===== src/rtl/muldiv_unit.sv =====
// Iterative signed multiply (radix-2 Booth) / divide (restoring) into {hi,lo}; done WIDTH+1 cycles after start, start ignored while busy.
// Divider present only when MULTDIV_DIV_EN is defined; otherwise op=1 completes after one cycle with hi/lo untouched.
module muldiv_unit #(
   parameter int WIDTH = 32
) (
   input  logic             clock,
   input  logic             reset,
   input  logic             start,
   input  logic             op,
   input  logic [WIDTH-1:0] a,
   input  logic [WIDTH-1:0] b,
   output logic [WIDTH-1:0] hi,
   output logic [WIDTH-1:0] lo,
   output logic             busy,
   output logic             done,
   output logic             div_zero
);
   typedef enum logic [1:0] {IDLE, RUN, FIX} state_t;
   localparam int CW = $clog2(WIDTH + 1);

   state_t           state, state_nxt;
   logic [CW-1:0]    count;
   logic             op_q;
   logic             skip;
   logic [2*WIDTH:0] acc;        // {A, Q, q_-1}
   logic [WIDTH-1:0] mcand;
   logic [WIDTH:0]   booth_sum;

`ifdef MULTDIV_DIV_EN
   logic [WIDTH-1:0] rem, quo, dvs, rem_shift;
   logic             neg_q, neg_r, dz_q, ge;

   function automatic logic [WIDTH-1:0] mag(input logic [WIDTH-1:0] x);
      return x[WIDTH-1] ? -x : x;
   endfunction

   // The shifted remainder is WIDTH+1 bits wide, but its top bit only matters
   // for the compare: a successful subtraction always lands below dvs.
   assign skip      = op && (b == '0);
   assign rem_shift = {rem[WIDTH-2:0], quo[WIDTH-1]};
   assign ge        = {rem, quo[WIDTH-1]} >= {1'b0, dvs};
`else
   assign skip = op;
`endif

   always_comb begin
      booth_sum = {acc[2*WIDTH], acc[2*WIDTH:WIDTH+1]};
      case (acc[1:0])
         2'b01:   booth_sum = {acc[2*WIDTH], acc[2*WIDTH:WIDTH+1]} + {mcand[WIDTH-1], mcand};
         2'b10:   booth_sum = {acc[2*WIDTH], acc[2*WIDTH:WIDTH+1]} - {mcand[WIDTH-1], mcand};
         default: ;
      endcase
   end

   always_ff @(posedge clock) begin
      if (reset) state <= IDLE;
      else       state <= state_nxt;
   end

   always_comb begin
      state_nxt = state;
      busy      = 1'b0;
      case (state)
         IDLE: if (start) state_nxt = skip ? FIX : RUN;
         RUN: begin
            busy = 1'b1;
            if (count == CW'(1)) state_nxt = FIX;
         end
         FIX: begin
            busy      = 1'b1;
            state_nxt = IDLE;
         end
         default: state_nxt = IDLE;
      endcase
   end

   always_ff @(posedge clock) begin
      if (reset) begin
         hi       <= '0;
         lo       <= '0;
         done     <= 1'b0;
         div_zero <= 1'b0;
         count    <= '0;
         op_q     <= 1'b0;
         acc      <= '0;
         mcand    <= '0;
`ifdef MULTDIV_DIV_EN
         rem      <= '0;
         quo      <= '0;
         dvs      <= '0;
         neg_q    <= 1'b0;
         neg_r    <= 1'b0;
         dz_q     <= 1'b0;
`endif
      end else begin
         done     <= 1'b0;
         div_zero <= 1'b0;
         case (state)
            IDLE: if (start) begin
               op_q  <= op;
               count <= CW'(WIDTH);
               acc   <= {{WIDTH{1'b0}}, b, 1'b0};
               mcand <= a;
`ifdef MULTDIV_DIV_EN
               rem   <= '0;
               quo   <= mag(a);
               dvs   <= mag(b);
               neg_q <= a[WIDTH-1] ^ b[WIDTH-1];
               neg_r <= a[WIDTH-1];
               dz_q  <= skip;
`endif
            end
            RUN: begin
               count <= count - CW'(1);
               if (!op_q) acc <= {booth_sum, acc[WIDTH:1]};
`ifdef MULTDIV_DIV_EN
               else begin
                  rem <= ge ? rem_shift - dvs : rem_shift;
                  quo <= {quo[WIDTH-2:0], ge};
               end
`endif
            end
            FIX: begin
               done <= 1'b1;
               if (!op_q) {hi, lo} <= acc[2*WIDTH:1];
`ifdef MULTDIV_DIV_EN
               else if (dz_q) div_zero <= 1'b1;
               else begin
                  lo <= neg_q ? -quo : quo;
                  hi <= neg_r ? -rem : rem;
               end
`endif
            end
            default: ;
         endcase
      end
   end
endmodule


===== config.mk =====
export PLATFORM = sky130hd
export DESIGN_NAME = muldiv_unit
export DESIGN_NICKNAME = d
export VERILOG_FILES = /design/src/rtl/muldiv_unit.sv
export SDC_FILE = /design/constraint.sdc
export NUM_CORES = 1
export LEC_CHECK = 0
export CAP_MARGIN = 25
export CORE_UTILIZATION = 50
export CTS_CLUSTER_SIZE = 16
export DETAILED_ROUTE_END_ITERATION = 6
export PLACE_DENSITY = 0.77
export SETUP_SLACK_MARGIN = 0.15
export SYNTH_ARGS = -nofsm -noshare
export SYNTH_HDL_FRONTEND = slang
export SYNTH_SLANG_ARGS = --single-unit

===== constraint.sdc =====
create_clock -name clock -period 11.65 [get_ports clock]
set_clock_uncertainty 0.2 [all_clocks]
set_input_delay 2.33 -clock clock [delete_from_list [all_inputs] [get_ports clock]]
set_output_delay 2.33 -clock clock [all_outputs]
set_load 0.01 [all_outputs]

==> metrics.csv, run 1 <==
stage,metric,value,unit
clocking,ctsHoldBuffers,0,
pwr,power_density,153,nW/um2
worst_hold_path,hp-class,reg2reg,
final_layout,diodes,0,
floorplanning,die_width,136,um
logic_synthesis,synth_cells,1136,
clocking,clock-root-buffer,clkbuf_16,
logic_synthesis,ys_seq_area_share,38.3,%
flow_run,cap_violations,0,
clocking,cts_resized,0,
placement,io_buffers,133,
detailed_routing,wl_met2,9.93,mm
pwr,vdd_drop_max,0.000120,V
final_layout,fin_cells,1462,
floorplanning,die_area,18400,um2
timing,rsz0062_at_grt,no,
timing,fin_crit,4.78,ns
clocking,cts.sinks,171,
final_layout,multi_input_area,5170,um2
pwr,leakage,3.97,nW
logic_synthesis,netlist_area,8940,um2
final_layout,fillers,1555,
logic_synthesis,synth_top_cell_by_area,dfxtp_1,
timing,worstMarginPinSlew,0.814,ns
setup_path,slowest_stage,or3_1,
timing,final-setup-viol-count,0,
detailed_routing,dr.max_layer_used,met4,
detailed_routing,wl_per_cell,15.3,um
detailed_routing,dr_wl_met3,1.58,mm
timing,relSlewSlack,45.7,%
detailed_routing,wl_met1,10.5,mm
setup_path,arrival,4.95,ns
logic_synthesis,synth_area_leaders,"dfxtp_1 (38%), nand2_1 (10%), a21oi_1 (8.5%), ha_1 (5.5%), xnor2_1 (4.4%)",
setup_path,worst_setup_path_start_kind,primary input,
setup_path,path_cells,clkdlybuf4s50_1 > nand2b_1 > o21ai_1 > a21oi_4 > nand2_1 > or3_1 > o32ai_1 > a41oi_1 > nand3_1,
floorplanning,die-height,136,um
timing,fin_crit_sh,41.0,%
clocking,cts_setup_buffers,0,
setup_path,critPathMaxFanout,21,
placement,pre_cts_ws,6.50,ns
global_routing,overflow,0,
final_layout,nets,1332,
detailed_routing,drtAntennaViolNets,0,
placement,dp_cells,1429,
logic_synthesis,synth.most_common_cell,nand2_1,
timing,finalHoldViolations,0,
setup_path,worst_ep_required_time,11.83,ns
floorplanning,initial_core_util,51.5,%
timing,fmax,209,MHz
setup_path,critical_path_class,in2reg,
global_routing,grt_max_degree,105,
timing,setup-tns-final,0,ns
logic_synthesis,synth_warnings,0,
logic_synthesis,synthFlopType,dfxtp_1,
global_routing,antenna_found_initial,0,
clocking,htreeDepth,4,
detailed_routing,first_iter_violations,701,
placement,gp_congestion,0.919,
detailed_routing,route.detailed.drc,0,
run_status,status,"complete, no violations",
detailed_routing,avgViaCountPerCell,5.55,
detailed_routing,vias,8119,
floorplanning,ios,135,
clocking,clkTransAtPathRegs,0.07,ns
timing,drv_slew,0,
detailed_routing,drt_pass1_iterations,5,
global_routing,grt_pass1_vias,7263,
clocking,cts_tree,done,
setup_path,crit_path_end_kind,register,
setup_path,slowest_delay,0.67,ns
global_routing,grt_use_total,24.4,%
detailed_routing,drt-total-wl,22.3,mm
logic_synthesis,synth_edf_count,0,
logic_synthesis,synth_common_cells,"nand2_1 (238), dfxtp_1 (171), a21oi_1 (151)",
logic_synthesis,synth_top_area_share,38.3,%
final_layout,area_growth,22.8,%
final_layout,drive_gt1_share,4.77,%
logic_synthesis,avgSynthCellArea,7.87,um2
logic_synthesis,synth_seq_cells,171,
clocking,cts_made_buffers,17,
clocking,cts_buffer_depth,2,
floorplanning,rows,48,
global_routing,grt_pass1_wl,35.9,mm
logic_synthesis,synth_nets,1244,
clocking,clk_latency,0.44,ns
timing,finalWorstSetupSlack,6.87,ns
final_layout,register_area,3420,um2
logic_synthesis,async_flop_share,0,%
placement,hpwl,15.3,mm
floorplanning,core_area,17400,um2
logic_synthesis,yosys.cell_types.count,67,
## routing by layer
metal	GRT usage, %	vias up
met1	34.1	3683
met3	5.16	23
met2	37.2	262
met4	8.11	0
li1	-	4151
met5	0	-
## per-stage QoR
step | area (um2) | utilization, % | power [W] | hold slack, ns
global placement | 10400 | 59.7 | 0.00112 | 0.241
floorplan | 8940 | - | 0.00101 | 0.245
finish | 11000 | 63.2 | 0.00168 | 0.254
detailed placement | 10400 | 59.7 | 0.00113 | 0.247
global route | 11000 | 63.2 | 0.00177 | 0.272
CTS | 10900 | 63.0 | 0.00168 | 0.256
## where the power goes
| part | switching, W | internal [W] |
|---|---|---|
| registers | 0.0000331 | 0.000624 |
| logic | 0.000276 | 0.000190 |
| clock network | 0.000268 | 0.000292 |
## final cells by class
class / count / area share [%]
clock inverter: 14 / 1.36
inverter: 21 / 0.719
clock buffer: 18 / 4.00
timing repair buffer: 143 / 13.0
sequential: 171 / 31.2
multi-input combinational: 870 / 47.2
tap: 225 / 2.57
## cell families after synthesis
family                   after synthesis  synth area share [%]
AO/OA/AOI/OAI                        322                  22.3
XOR/XNOR                              60                  5.96
adder cells (fa/ha/maj)               40                  5.68
buffers and inverters                 95                  4.06
flip-flops                           171                  38.3
multiplexers                          35                  3.93
other                                  1                0.0420
AND/OR/NAND/NOR                      412                  19.7
## critical path: cells and delay by family
kind / cells / cell delay, ns
AOI/OAI and AO/OA: 4 / 0.94
buffers and inverters: 1 / 0.56
and+or+nand+nor: 4 / 1.11
## final timing paths
| kind | start | to | slack [ns] | cells past startpoint |
|---|---|---|---|---|
| max reg2reg | mcand[2] | acc[62] | 7.22 | 16 |
| min reg2reg | lo[28] | lo[28] | 0.25 | 2 |
| max | start | acc[59] | 6.87 | 9 |
| min | lo[28] | lo[28] | 0.25 | 2 |
## cells in the final DEF (no fill, tap or decap), drive strengths merged, types with 3 or more instances in the layout
master / instances
inv: 29
o2111ai: 4
clkinv: 5
buf: 11
nor3: 22
dfxtp: 171
clkbuf: 18
a31oi: 7
o31ai: 3
nor2b: 4
ha: 39
xnor2: 46
o211ai: 3
a21o: 12
and3: 7
o32ai: 3
o22ai: 15
a211oi: 39
nand2b: 11
a21oi: 151
o21a: 4
mux2i: 34
a22oi: 29
and2: 5
nor4: 4
nand4: 4
o21ai: 27
nand3: 8
xor2: 14
a222oi: 4
or3: 3
nand2: 239
nor2: 95
clkdlybuf4s50: 132
## state kept, by name, indices dropped and copies added (netlist names)
signal / cells
mcand: 32
lo: 32
state: 2
acc: 65
count: 6
hi: 32
done: 1
op_q: 1
Power figures use the tool's default switching activity.
==> inputs of run 2 (changes only) <==
clock period = 4.95 ns   (was 11.65 ns; I/O delays follow)
==> run 2 against run 1 <==
  * Combinational power up 130%
  * Via count rose by 0.49%
  * Global-route usage rose by 0.29 points
  * Largest power group unchanged
  * Clock-buffer cell count is 1 higher
  * Clock power grew 130%
  * Critical path type is now reg2reg
  * Total power grew 130%
  * First-iteration DRC count fell by 13%
  * Cell count up 0.14%
  * Non-clock buffer count increased by 2
==> metrics.csv, run 2 (same netlist as run 1, synthesis figures left out) <==
stage,metric,value,unit
run_status,status,"complete, no violations",
final_layout,drive_gt1_share,4.84,%
clocking,clk_latency,0.43,ns
clocking,cts_setup_buffers,0,
detailed_routing,wl_per_cell,15.4,um
timing,setup-tns-final,0,ns
final_layout,final_util,63.1,%
global_routing,grt_pass1_wl,36.4,mm
final_layout,nets,1334,
final_layout,diodes,0,
clocking,clock-root-buffer,clkbuf_16,
clocking,cts_tree,done,
setup_path,arrival,4.27,ns
clocking,clkTransAtPathRegs,0.07,ns
detailed_routing,drt_pass1_iterations,5,
timing,worstMarginPinSlew,0.952,ns
setup_path,rr_endpoint,acc[60],
floorplanning,die-height,136,um
clocking,ctsHoldBuffers,0,
worst_hold_path,hp-class,reg2reg,
floorplanning,rows,48,
floorplanning,die_area,18400,um2
detailed_routing,vias,8159,
setup_path,worst_ep_required_time,5.03,ns
setup_path,crit_path_end_kind,register,
setup_path,startpoint,mcand[2],
placement,gp_congestion,0.901,
final_layout,regMostFlops,acc,
timing,relSlewSlack,36.5,%
pwr,power_density,360,nW/um2
setup_path,endpoint,acc[60],
floorplanning,die_width,136,um
detailed_routing,avgViaCountPerCell,5.57,
setup_path,critical_path_class,reg2reg,
timing,fin_crit_sh,84.6,%
final_layout,largest_register_ffs,65,
final_layout,area_growth,22.6,%
global_routing,grt_max_degree,94,
global_routing,grt_pass1_vias,7428,
pwr,vdd_drop_max,0.000254,V
timing,holdWs,0.254,ns
detailed_routing,drt-total-wl,22.6,mm
pwr,leakage,3.96,nW
timing,final-setup-viol-count,0,
timing,fin_crit,4.19,ns
pwr,net-switching-power,0.00131,W
placement,io_buffers,133,
clocking,cts.sinks,171,
floorplanning,core_area,17400,um2
global_routing,antenna_found_initial,0,
setup_path,critPathMaxFanout,8,
final_layout,fillers,1540,
clocking,cts_made_buffers,17,
pwr,combPwrFrac,27.7,%
clocking,htreeDepth,4,
placement,hpwl,15.7,mm
global_routing,grt_use_total,24.7,%
clocking,cts_buffer_depth,2,
timing,drv_slew,0,
timing,finalHoldViolations,0,
pwr,p_int,0.00263,W
detailed_routing,drtAntennaViolNets,0,
floorplanning,ios,135,
setup_path,r2r_start,mcand[2],
final_layout,multi_input_area,5170,um2
pwr,p_clk_share,33.1,%
pwr,sw_frac_of_total,33.3,%
setup_path,reg2reg_depth,15,
timing,fmax,239,MHz
pwr,power_frac_seq,39.2,%
final_layout,register_area,3420,um2
setup_path,rrSetupSlack,0.76,ns
final_layout,mostFrequentLayoutCells,"nand2_1 (238), dfxtp_1 (171), a21oi_1 (150)",
setup_path,worst_setup_path_start_kind,register,
flow_run,cap_violations,0,
clocking,cts_resized,0,
floorplanning,initial_core_util,51.5,%
final_layout,layout_commonest_cell,nand2_1,
timing,rsz0062_at_grt,no,
detailed_routing,route.detailed.drc,0,
global_routing,overflow,0,
detailed_routing,first_iter_violations,610,
## run 2: changes by cell type in the layout (fill, tap and decap cells not counted), sizes merged
cell	previous run	this run
clkinv	5	4
clkinvlp	1	3
buf	11	13
inv	29	26
bufinv	0	1
clkbuf	18	19
## run 2: area by class of cell
| type | instances | share of cell area, % |
|---|---|---|
| clock buffer | 19 | 4.04 |
| clock inverter | 13 | 1.22 |
| inverter | 21 | 0.720 |
| multi-input combinational | 870 | 47.2 |
| sequential | 171 | 31.3 |
| tap | 225 | 2.57 |
| timing repair buffer | 145 | 13.0 |
## run 2: layer usage
| layer | track usage (%) | routed length (um) |
|---|---|---|
| met1 | 34.1 | 10700 |
| met2 | 38.9 | 10100 |
| met3 | 4.08 | 1400 |
| met4 | 8.43 | 404 |
| met5 | 0 | 0 |
## run 2: worst min path at each step
stage | from | end | slack (ns) | cells after the start
after floorplan | acc[11] | lo[10] | 0.24 | 2
after global placement | lo[9] | lo[9] | 0.24 | 2
after detailed placement | hi[11] | hi[11] | 0.25 | 2
after CTS | hi[11] | hi[11] | 0.26 | 2
after global routing | hi[24] | hi[24] | 0.27 | 2
final | lo[7] | lo[7] | 0.25 | 2
## run 2: power groups by stage
stage / logic [W] / clock network, W / registers, W
detailed placement: 0.00108 / 0 / 0.00158
finish: 0.00109 / 0.00131 / 0.00155
CTS: 0.00109 / 0.00133 / 0.00155
global route: 0.00121 / 0.00137 / 0.00156
global placement: 0.00107 / 0 / 0.00157
floorplan: 0.000801 / 0 / 0.00157
## run 2: per-stage QoR
step	instances	total power, W	cell area [um2]	setup WS [ns]
after floorplan	1136	0.00237	8940	1.14
after global placement	1432	0.00264	10400	0.862
after detailed placement	1432	0.00266	10400	0.793
after CTS	1464	0.00396	11000	0.776
after global routing	1464	0.00415	11000	0.483
final	1464	0.00395	11000	0.764
## run 2: critical path, stage by stage (launching register included)
cell and delay, ns:
dfxtp_1 0.35, or3_1 0.48, nor3_2 0.16, nand2b_1 0.13, nor3_2 0.32, a31oi_1 0.16, xnor2_1 0.16, ha_1 0.39
a211o_1 0.34, a21oi_1 0.18, o21ai_1 0.12, o211ai_1 0.26, a31oi_1 0.18, a311o_1 0.39, xnor2_1 0.13, o22ai_1 0.09
==> inputs of run 3 (changes only) <==
clock period = 4.3 ns   (was 4.95 ns; I/O delays follow)
==> run 3 against run 2 <==
  * Flip-flop and latch count unchanged
  * Final area increased by 1.4%
  * Total power rose by 16%
  * Wire length is 1.2% higher
  * Non-clock buffer count rose by 10
  * Register-to-register slack worse by 0.47 ns
  * Sequential share of layout area down 0.42 points
  * Largest cell class unchanged
  * Largest power group unchanged
==> metrics.csv, run 3 (same netlist as run 1, synthesis figures left out) <==
stage,metric,value,unit
placement,io_buffers,133,
final_layout,largest_register_ffs,65,
detailed_routing,wl_per_cell,15.5,um
final_layout,area_growth,24.2,%
placement,hpwl,16.0,mm
final_layout,regMostFlops,acc,
timing,fin_crit,4.00,ns
global_routing,grt_use_total,25.1,%
flow_run,cap_violations,0,
setup_path,crit_path_end_kind,register,
worst_hold_path,whs_path_depth,2,
final_layout,fin_cells,1474,
detailed_routing,wl_met2,10.1,mm
detailed_routing,drtAntennaViolNets,0,
timing,fmax,250,MHz
clocking,clock-root-buffer,clkbuf_16,
timing,final-setup-viol-count,0,
global_routing,overflow,0,
final_layout,fillers,1545,
final_layout,nets,1344,
clocking,cts_tree,done,
global_routing,antenna_found_initial,0,
pwr,vdd_drop_max,0.000296,V
clocking,clkTransAtPathRegs,0.07,ns
setup_path,critPathMaxFanout,8,
timing,rsz0062_at_grt,yes,
detailed_routing,first_iter_violations,652,
setup_path,rrSetupSlack,0.30,ns
setup_path,reg2reg_depth,13,
final_layout,drive_gt1_share,7.13,%
timing,fin_crit_sh,93.1,%
clocking,cts_buffer_depth,2,
timing,relSlewSlack,48.0,%
setup_path,critical_path_class,reg2reg,
clocking,cts_made_buffers,17,
floorplanning,rows,48,
global_routing,grt_pass1_wl,36.8,mm
floorplanning,ios,135,
timing,worstMarginPinSlew,0.778,ns
setup_path,r2r_start,mcand[6],
final_layout,layout_commonest_cell,nand2_1,
clocking,htreeDepth,4,
worst_hold_path,hp-class,reg2reg,
detailed_routing,drt-total-wl,22.8,mm
floorplanning,core_area,17400,um2
setup_path,worst_setup_path_start_kind,register,
final_layout,stdcell_area,11100,um2
floorplanning,die_area,18400,um2
detailed_routing,dr_wl_met3,1.32,mm
pwr,power_density,412,nW/um2
global_routing,grt_max_degree,73,
detailed_routing,drt_pass1_iterations,7,
floorplanning,initial_core_util,51.5,%
detailed_routing,wl_met1,11.0,mm
timing,finalHoldViolations,0,
worst_hold_path,holdPathEnd,lo[27],
detailed_routing,dr.max_layer_used,met4,
setup_path,rr_endpoint,acc[60],
placement,gp_congestion,0.879,
final_layout,mostFrequentLayoutCells,"nand2_1 (238), dfxtp_1 (171), a21oi_1 (147)",
final_layout,diodes,0,
worst_hold_path,min_from,lo[27],
timing,drv_slew,0,
placement,dp_cells,1441,
pwr,power,0.00457,W
floorplanning,die-height,136,um
clocking,clk_latency,0.43,ns
final_layout,final_util,64.0,%
global_routing,grt_pass1_vias,7425,
detailed_routing,route.detailed.drc,0,
timing,setup-tns-final,0,ns
setup_path,arrival,4.11,ns
placement,place_area,10400,um2
clocking,cts.sinks,171,
run_status,status,"complete, no violations",
pwr,leakage,4.00,nW
floorplanning,die_width,136,um
detailed_routing,vias,8233,
setup_path,worst_ep_required_time,4.40,ns
detailed_routing,avgViaCountPerCell,5.59,
## run 3: critical path, cell delays in order (launching register included)
cell      delay, ns
dfxtp_1        0.37
or4_4          0.60
nor4_4         0.36
a21oi_1        0.14
xnor2_1        0.33
ha_4           0.29
o21a_1         0.18
a21oi_1        0.20
o21ai_1        0.12
o211ai_1       0.27
a31oi_1        0.18
a311o_1        0.39
xnor2_1        0.15
o22ai_1        0.10
## run 3: area by class of cell
class | instances | area, um2 | area share [%]
Multi-Input combinational cell | 870 | 5270 | 47.5
Sequential cell | 171 | 3420 | 30.8
Timing Repair Buffer | 155 | 1490 | 13.5
Clock buffer | 17 | 425 | 3.83
Tap cell | 225 | 282 | 2.54
Clock inverter | 15 | 129 | 1.16
Inverter | 21 | 78.8 | 0.710
## run 3: per-stage QoR
stage | setup WS, ns | hold slack [ns]
floorplan | 0.493 | 0.245
global placement | 0.236 | 0.241
detailed placement | 0.143 | 0.246
CTS | 0.196 | 0.255
global route | 0.0995 | 0.267
finish | 0.295 | 0.254
## run 3: routing by layer
layer | GRT usage (%) | vias up
met4 | 7.49 | 0
met5 | 0 | -
met3 | 4.23 | 32
met1 | 35.8 | 3786
met2 | 38.4 | 237
li1 | - | 4178
## run 3: what timing repair did
action | CTS | global route
hold buffers | 0 | 0
pin swaps | 0 | 9
setup buffers | 0 | 1
endpoints found under the setup margin | 3 | 14
resized for setup | 2 | 22
## run 3: report_power, final
part | internal [W] | leakage [nW] | switching, W | total (W)
Sequential | 0.00169 | 1.39 | 0.0000896 | 0.00178
Clock | 0.000761 | 0.271 | 0.000702 | 0.00146
Combinational | 0.000551 | 2.34 | 0.000774 | 0.00133
Total | 0.00300 | 4.00 | 0.00157 | 0.00457
## run 3: worst max path at each step
stage / startpoint / endpoint / slack [ns] / cells after the start
6_report: mcand[6] / acc[60] / 0.30 / 13
5_1_grt: mcand[6] / acc[63] / 0.1 / 15
2_1_floorplan: mcand[2] / acc[58] / 0.49 / 17
3_5_place_dp: mcand[2] / acc[58] / 0.14 / 16
4_1_cts: mcand[2] / acc[60] / 0.20 / 15
3_3_place_gp: mcand[2] / acc[58] / 0.24 / 16
==> edit, RTL diff (config.mk and constraints of run 1) <==
Encoding of `state_t`: now one-hot (3 bits for 3 states).
--- a/src/rtl/muldiv_unit.sv
+++ b/src/rtl/muldiv_unit.sv
@@ -17,3 +17,3 @@
 );
-   typedef enum logic [1:0] {IDLE, RUN, FIX} state_t;
+   typedef enum logic [2:0] {IDLE = 3'b001, RUN = 3'b010, FIX = 3'b100} state_t;
    localparam int CW = $clog2(WIDTH + 1);
Formal check against the unedited RTL: no difference found for any inputs over 10 cycles, from zero or initial values and one cycle with reset high; not proved beyond that.
==> edit against run 1 <==
Setup slack better by 0.18 ns; final area hardly changed; total power is 9.2% lower; count of clock-buffer cells in the layout is 1 lower; routed wire length is 0.71% higher; non-clock buffer count is 2 higher; cell count is 1.8% higher; sequential cell count is 1 higher; global-route usage is 0.61 points higher; area after synthesis is 0.24% lower; hold slack better by 0.00066 ns; critical endpoint is now acc[62]$_SDFFE_PP0P_.
==> edit: results <==
[run_status]
status = "finished clean"

[routing]
avgRoutedWirePerCell_um = 15.1
drtIter0Drc = 740
drt-met1-wl_um = 10500
route.met3.wl_um = 989
dr_wl_met2_um = 10600

[power]
sw_frac_of_total_pct = 31.4
p_per_area_nw_per_um2 = 139
leakagePower_nw = 3.90
power_frac_seq_pct = 41.3
clockPowerShare_pct = 38.8
peakVddDrop_v = 0.000106

[placed_design]
routabilityCongestion = 0.907
placed_cell_area_sq_um = 10300
preCtsSetupSlack_ns = 7.01
hpwlAfterDp_um = 15300

[worst_setup_path]
cpLargestDelayFamily = "simple AND/OR/NAND/NOR gates"
cp.arrival_ns = 4.69
endpoint = "acc[62]$_SDFFE_PP0P_"
slowest_stage = "or4b_1"
reg2regPathDepth = 17
crit_path_max_fanout = 11
r2r_slack_ns = 7.06
cpPeakStageDelay_ns = 0.53
startpoint = "mcand[2]$_SDFFE_PP0P_"

[layout]
postLayoutCoreUtil_pct = 63.2
instances_no_fill = 1488
fin_nets = 1355
drive_above_1_share_pct = 5.15

[global_routing]
grt_usage_pct = 25.1
grt_pass1_wl_um = 36600
grt_max_degree = 108
grt_pass1_vias = 7483

[yosys]
syn_nets = 1271
syn_inst = 1166
ys_seq_area_share_pct = 38.6
ys_top_cells_by_count = "299 x nand2_1, 172 x dfxtp_1, 145 x a21oi_1"
synth_area_leaders = "dfxtp_1 39%, nand2_1 13%, a21oi_1 8.1%"

[hold_path]
hp-class = "flip-flop to flip-flop"
min_from = "hi[10]$_SDFFE_PP0P_"
holdPathEnd = "hi[10]$_SDFFE_PP0P_"

[sta]
fmax_ghz = 0.218
slew_headroom_pct = 32.4

[clock_tree]
clk_latency_ns = 0.45
edit: kinds of logic after synthesis:
family | count (synthesis) | share of synthesized area [%]
AND/OR/NAND/NOR | 478 | 22.4
AO/OA/AOI/OAI | 324 | 23.5
flip-flops | 172 | 38.6
buffers and inverters | 93 | 4.07
XOR/XNOR | 57 | 5.60
adder cells (fa/ha/maj) | 37 | 5.28
multiplexers | 4 | 0.449
other | 1 | 0.0421
edit: final cells by class:
class	instances	area [sq um]	share of cell area (%)
clock inverters	15	199	1.81
repair buffers	145	1440	13.1
inverters	13	48.8	0.445
well taps	225	282	2.57
multi-input cells	901	5130	46.8
flip-flops and latches	172	3440	31.4
clock buffers	17	425	3.88
edit: metal layers:
metal | vias to the layer above | track usage (%)
li1 | 4252 | -
met1 | 3921 | 33.1
met2 | 227 | 40.9
met3 | 32 | 4.68
met4 | 0 | 8.36
met5 | - | 0
